File: src/rtl/key_onehot_capture.sv
// rtl/key_onehot_capture.sv - key synchroniser, debouncer and single-press one-hot capture
// Feeds the 4-to-2 encoder A input with 0000 or exactly one set bit.
module key_onehot_capture #(
    parameter int DB_CYCLES = 4,
    parameter int CNT_W     = 20
) (
    input  logic       clk,
    input  logic       rst,
    input  logic [3:0] key,
    output logic [3:0] onehot,
    output logic       valid,
    output logic       multi,
    output logic       busy
);

    typedef enum logic {
        IDLE = 1'b0,
        HELD = 1'b1
    } state_t;

    localparam logic [CNT_W-1:0] CNT_LAST = CNT_W'(DB_CYCLES - 1);

    logic [3:0]       sync1;
    logic [3:0]       ks;
    logic [3:0]       stable;
    logic [CNT_W-1:0] cnt [4];

    state_t state;
    state_t state_n;
    logic   load_n;
    logic   valid_n;
    logic   multi_n;
    logic   single;

    always_ff @(posedge clk) begin
        if (rst) begin
            sync1  <= 4'b0000;
            ks     <= 4'b0000;
            stable <= 4'b0000;
            for (int i = 0; i < 4; i++) begin
                cnt[i] <= '0;
            end
        end else begin
            sync1 <= key;
            ks    <= sync1;
            // The terminal compare fires before the counter could ever wrap.
            for (int i = 0; i < 4; i++) begin
                if (ks[i] == stable[i]) begin
                    cnt[i] <= '0;
                end else if (cnt[i] == CNT_LAST) begin
                    stable[i] <= ks[i];
                    cnt[i]    <= '0;
                end else begin
                    cnt[i] <= cnt[i] + 1'b1;
                end
            end
        end
    end

    assign single = (stable != 4'b0000) && ((stable & (stable - 4'b0001)) == 4'b0000);

    always_comb begin
        state_n = state;
        load_n  = 1'b0;
        valid_n = 1'b0;
        multi_n = 1'b0;
        case (state)
            IDLE: begin
                if (stable != 4'b0000) begin
                    state_n = HELD;
                    if (single) begin
                        load_n  = 1'b1;
                        valid_n = 1'b1;
                    end else begin
                        multi_n = 1'b1;
                    end
                end
            end
            HELD: begin
                if (stable == 4'b0000) begin
                    state_n = IDLE;
                end
            end
            default: state_n = IDLE;
        endcase
    end

    // Outputs are registered from the next-state decision so they align with the state change.
    always_ff @(posedge clk) begin
        if (rst) begin
            state  <= IDLE;
            onehot <= 4'b0000;
            valid  <= 1'b0;
            multi  <= 1'b0;
            busy   <= 1'b0;
        end else begin
            state <= state_n;
            valid <= valid_n;
            multi <= multi_n;
            busy  <= (state_n == HELD);
            if (load_n) begin
                onehot <= stable;
            end
        end
    end

endmodule

File: config.mk
export PLATFORM = sky130hd
export DESIGN_NAME = key_onehot_capture
export DESIGN_NICKNAME = d
export VERILOG_FILES = /design/src/rtl/key_onehot_capture.sv
export SDC_FILE = /design/constraint.sdc
export NUM_CORES = 1
export LEC_CHECK = 0
export ABC_AREA = 1
export BUFFER_PORTS_ARGS = -buffer_cell sky130_fd_sc_hd__buf_2
export CAP_MARGIN = 5
export CORE_MARGIN = 2
export CORE_UTILIZATION = 60
export DETAILED_ROUTE_END_ITERATION = 7
export GPL_TIMING_DRIVEN = 0
export PLACE_DENSITY = 0.87
export SETUP_SLACK_MARGIN = 0.05
export SLEW_MARGIN = 30
export SYNTH_ARGS = -nofsm -noshare
export SYNTH_HDL_FRONTEND = slang
export SYNTH_SLANG_ARGS = --single-unit
File: constraint.sdc
create_clock -name clk -period 1.9 [get_ports clk]
set_input_delay 0.285 -clock clk [delete_from_list [all_inputs] [get_ports clk]]
set_output_delay 0.285 -clock clk [all_outputs]
set_load 0.01 [all_outputs]
* Word-level counts from Yosys, hierarchy flattened *
Memories as Yosys holds them, arrays and structs flattened.
Cells that the tools add are included.

word-level totals
  bits in latches = 0
  memories kept = 1
  logic and storage cells = 117
  output and inout bits = 7
  register bits after elaboration = 19
  memory bits (writable) = 80
  input bits = 6
  memory bits (read-only) = 0

memories
  name  words  bits a word  rd ports  clocked after memory_dff  write ports  RTL line  source
  cnt   4      20           4         0                         4            26        logic [CNT_W-1:0] cnt [4];

cells by class
  divide/modulo/power cells = 0
  muxes and demuxes = 65
  reductions and logical operators = 9
  equal/unequal tests = 8
  $add $sub $neg = 5
  bitwise gates (word level) = 19
  shift-type cells = 0
  multiply operators = 0
  $lt $le $gt $ge = 0

operators by type and width
  cell                                               count
  2-to-1 mux 20 bit                                  12
  adder 20 x 1 -> 20 bit (second input constant)     4
  == test 20 x 2 -> 1 bit (second input constant)    4
  2-to-1 mux 1 bit                                   52
  bitwise OR 1 bit                                   12
  zero test 4 bit                                    2
  AND reduction 2 bit                                4
  NOT 1 bit                                          6
  bitwise AND 4 bit                                  1
  == test 1 bit                                      4
  nonzero test 4 bit                                 1
  subtractor 4 x 1 -> 4 bit (second input constant)  1
  OR reduction 3 bit                                 1
  one-hot mux 1 bit (2 select lines)                 1
  logical AND 1 bit                                  1

* Logic depth before layout (Yosys ltp) *
  word-level depth = 7
  gate-level depth with buffers = 8
  gate-level depth less buffers = 8

* Worst setup path before layout *
OpenSTA, ideal clock, no wires.

  kind = flip-flop to flip-flop
  from = mem cnt[0][0]
  to = mem cnt[0][10], data pin
  setup time = 0.257 ns
  slack = 0.379 ns
  buffers on the path = 0
  arrival = 1.264 ns
  required time = 1.643 ns
  clock period less this slack = 1.521 ns
  stages on the path, launching flop included = 8
  path through = edfxtp_1 > ha_1 > nand3_1 > inv_1 > nand2_1 > nor2_1 > xor2_1 > nor2_1

RTL lines
  what                RTL line
  start: declaration  26

==> impl_metrics.csv <==
group,metric,value,unit
worst_hold_path,hp-start,"key[2]",
global_route,grt_max_degree,17,
timing,hold_violations,0,
floorplan,die_height,102,um
route,viasPerCell,5.07,
global_route,antenna_found_initial,0,
global_route,first_global_vias,4835,
cts,path_clk_slew,0.10,ns
timing,fmax,575,MHz
floorplan,die_x,102,um
setup_path,cp-end-kind,"register",
global_route,overflow,0,
route,routed_wl,12100,um
yosys,synth_seq_area_share,48.1,%
route,via_count,5112,
timing,setup_tns,0,ns
yosys,synth_ff_type,"edfxtp_1",
yosys,synth_seq_cells,99,
global_route,grt_pass1_wl,20300,um
cts,clock_path_buffers,2,
setup_path,max_stage_delay,0.47,ns
yosys,async_reset_ff_share,0,%
power,irDropWorstVdd,416,uV
placed_design,placed_cell_area,0.00631,mm2
yosys,netlist_area,0.00579,mm2
route,drt-pass1-iter-count,5,
timing,setup_violations,0,
cts,root_buffer,"clkbuf_8",
yosys,synth_most_common_cell,"nor2_1",
cts,cts_tree,"yes",
setup_path,r2r_start,"cnt[1][6]",
finish,syn_to_final_growth,14.3,%
route,dr.first_iter.drc_count,268,
power,p_leak,0.00262,uW
timing,maxSlewViolCount,0,
floorplan,die-area,0.0105,mm2
timing,period_share,91.6,%
route,drc_errors,0,
finish,final_area,0.00662,mm2
setup_path,arrival,1.85,ns
cts,clk_latency,0.35,ns
route,post_drt_wl_per_cell,12.0,um
floorplan,io_pins,13,
route,ant_nets,0,
timing,min_period,1.74,ns
placed_design,gp_congestion,0.923,
global_route,track_usage,24.3,%
finish,nFillCells,763,
finish,antenna_cells,0,
yosys,yosysTopAreaCell,"edfxtp_1",
floorplan,coreArea,0.00928,mm2
yosys,synth_edf_count,80,
finish,layout-drive-gt1-share,7.28,%
yosys,netlist_top_cells_area,"edfxtp_1, nor2_1, nand2_1, dfxtp_1, inv_1",
cts,numCtsBuffers,9,
setup_path,path_cells,"nor2_1, nand3_1, nor2_1, nand3_2, nand2_4, buf_6, nor2_1",
setup_path,path_max_fanout,10,
timing,rsz0062_at_grt,"false",
run_status,status,"complete, no violations",
yosys,synth_cell_types,30,
setup_path,criticalPathCategory,"reg -> reg",
setup_path,crit_start,"cnt[1][6]",
setup_path,start_kind,"register",
worst_hold_path,min_path_type,"in -> reg",
cts,h-tree-depth,3,
setup_path,cp_common_cell,"nor2_1",
yosys,synth_cells,769,
yosys,yosysWarnings,0,
finish,fin_nets,884,
setup_path,cp.required,2.01,ns
job,maxCapViolations,0,
yosys,avgSynthCellArea,7.53,um2
yosys,synth_top_area_share,41.5,%
placed_design,io_buffers,12,
placed_design,dp_hpwl,9000,um
floorplan,rows,35,
power,power_density,682,mW/mm2
yosys,synthTopCellsByCount,"nor2_1, nand2_1, edfxtp_1, inv_1, nand3_1",
setup_path,slowest_stage,"edfxtp_1",
timing,skew,0.00738,ns
floorplan,start_util,62.4,%
cts,cts_sinks,99,
critical path: cells and delay by family, from the launching register on:
| kind | cells | cell delay [ns] |
|---|---|---|
| and+or+nand+nor | 6 | 0.86 |
| buffers and inverters | 1 | 0.17 |
| DFF | 1 | 0.47 |
metrics by stage:
stage               hold WS, ns  utilization (%)  setup slack (ns)  std cells  total power (uW)
floorplan                 0.364                -             0.379        848              2730
global placement          0.392             67.9             0.115        989              2790
detailed placement        0.398             67.9            0.0737        989              2800
CTS                       0.120             70.8            0.0509       1005              4520
global route              0.122             71.3            0.0528       1008              4670
finish                    0.132             71.3             0.160       1008              4510
state kept, by name, summed over array words and instances (netlist names):
name,count
cnt,80
ks,4
multi,1
onehot,4
stable,4
state,1
sync1,4
valid,1
area by class of cell:
type | count | area [um2] | share of cell area, %
Buffer | 9 | 57.6 | 0.870
Clock buffer | 10 | 128 | 1.93
Clock inverter | 6 | 136 | 2.06
Inverter | 80 | 300 | 4.54
Multi-Input combinational cell | 660 | 2970 | 44.9
Sequential cell | 99 | 2780 | 42.0
Tap cell | 129 | 161 | 2.44
Timing Repair Buffer | 15 | 82.6 | 1.25
path summary, 6_finish.rpt:
| kind | endpoint | slack, ns | cells past startpoint |
|---|---|---|---|
| worst max-delay path | cnt[1][9] | 0.16 | 7 |
| worst min-delay path | sync1[2] | 0.13 | 3 |
| worst max register to register | cnt[1][9] | 0.16 | 7 |
| worst min register to register | ks[0] | 0.40 | 2 |
placed cells by master, fill, tap and decap left out, drive strengths merged:
cell,netlist,layout
ha,4,4
nor2,196,196
buf,8,21
a21oi,45,45
nand2,192,192
bufinv,0,4
inv,80,81
or2,9,9
o21bai,1,1
dfxtp,19,19
xnor2,9,9
clkinvlp,0,1
o21ai,16,16
conb,1,80
nor3,8,8
nand3b,2,2
nand4,14,14
edfxtp,80,80
clkbuf,1,13
xor2,18,18
nand3,65,65
nor4,1,1
power breakdown:
group,switching [uW],leakage [uW],total (uW),internal (uW)
Sequential,91.3,0.000980,2510,2420
Combinational,173,0.00151,257,84.3
Clock,728,0.000127,1740,1010
kinds of logic after synthesis:
logic type               Yosys count  synth area share, %
AND/OR/NAND/NOR                  487                 35.4
flip-flops                        99                 48.1
buffers and inverters             89                 6.09
AO/OA/AOI/OAI                     62                 5.47
XOR/XNOR                          27                 4.08
adder cells (fa/ha/maj)            4                0.865
other                              1               0.0648
per-layer routing:
metal | routed length, um | track usage [%] | vias to the layer above | part of all wire, %
met4 | 259 | 10.6 | 0 | 2.1
li1 | - | - | 2628 | -
met1 | 5360 | 30.3 | 2316 | 44
met5 | 0 | 0 | - | 0
met3 | 579 | 3.83 | 29 | 4.8
met2 | 5890 | 41.9 | 139 | 49
what timing repair did:
item | in CTS | in global routing
resized for setup | 0 | 8
endpoints found under the setup margin | 0 | 54
setup buffers | 0 | 3
hold buffers | 0 | 0
Note: power is estimated with default switching activity, not from simulation.
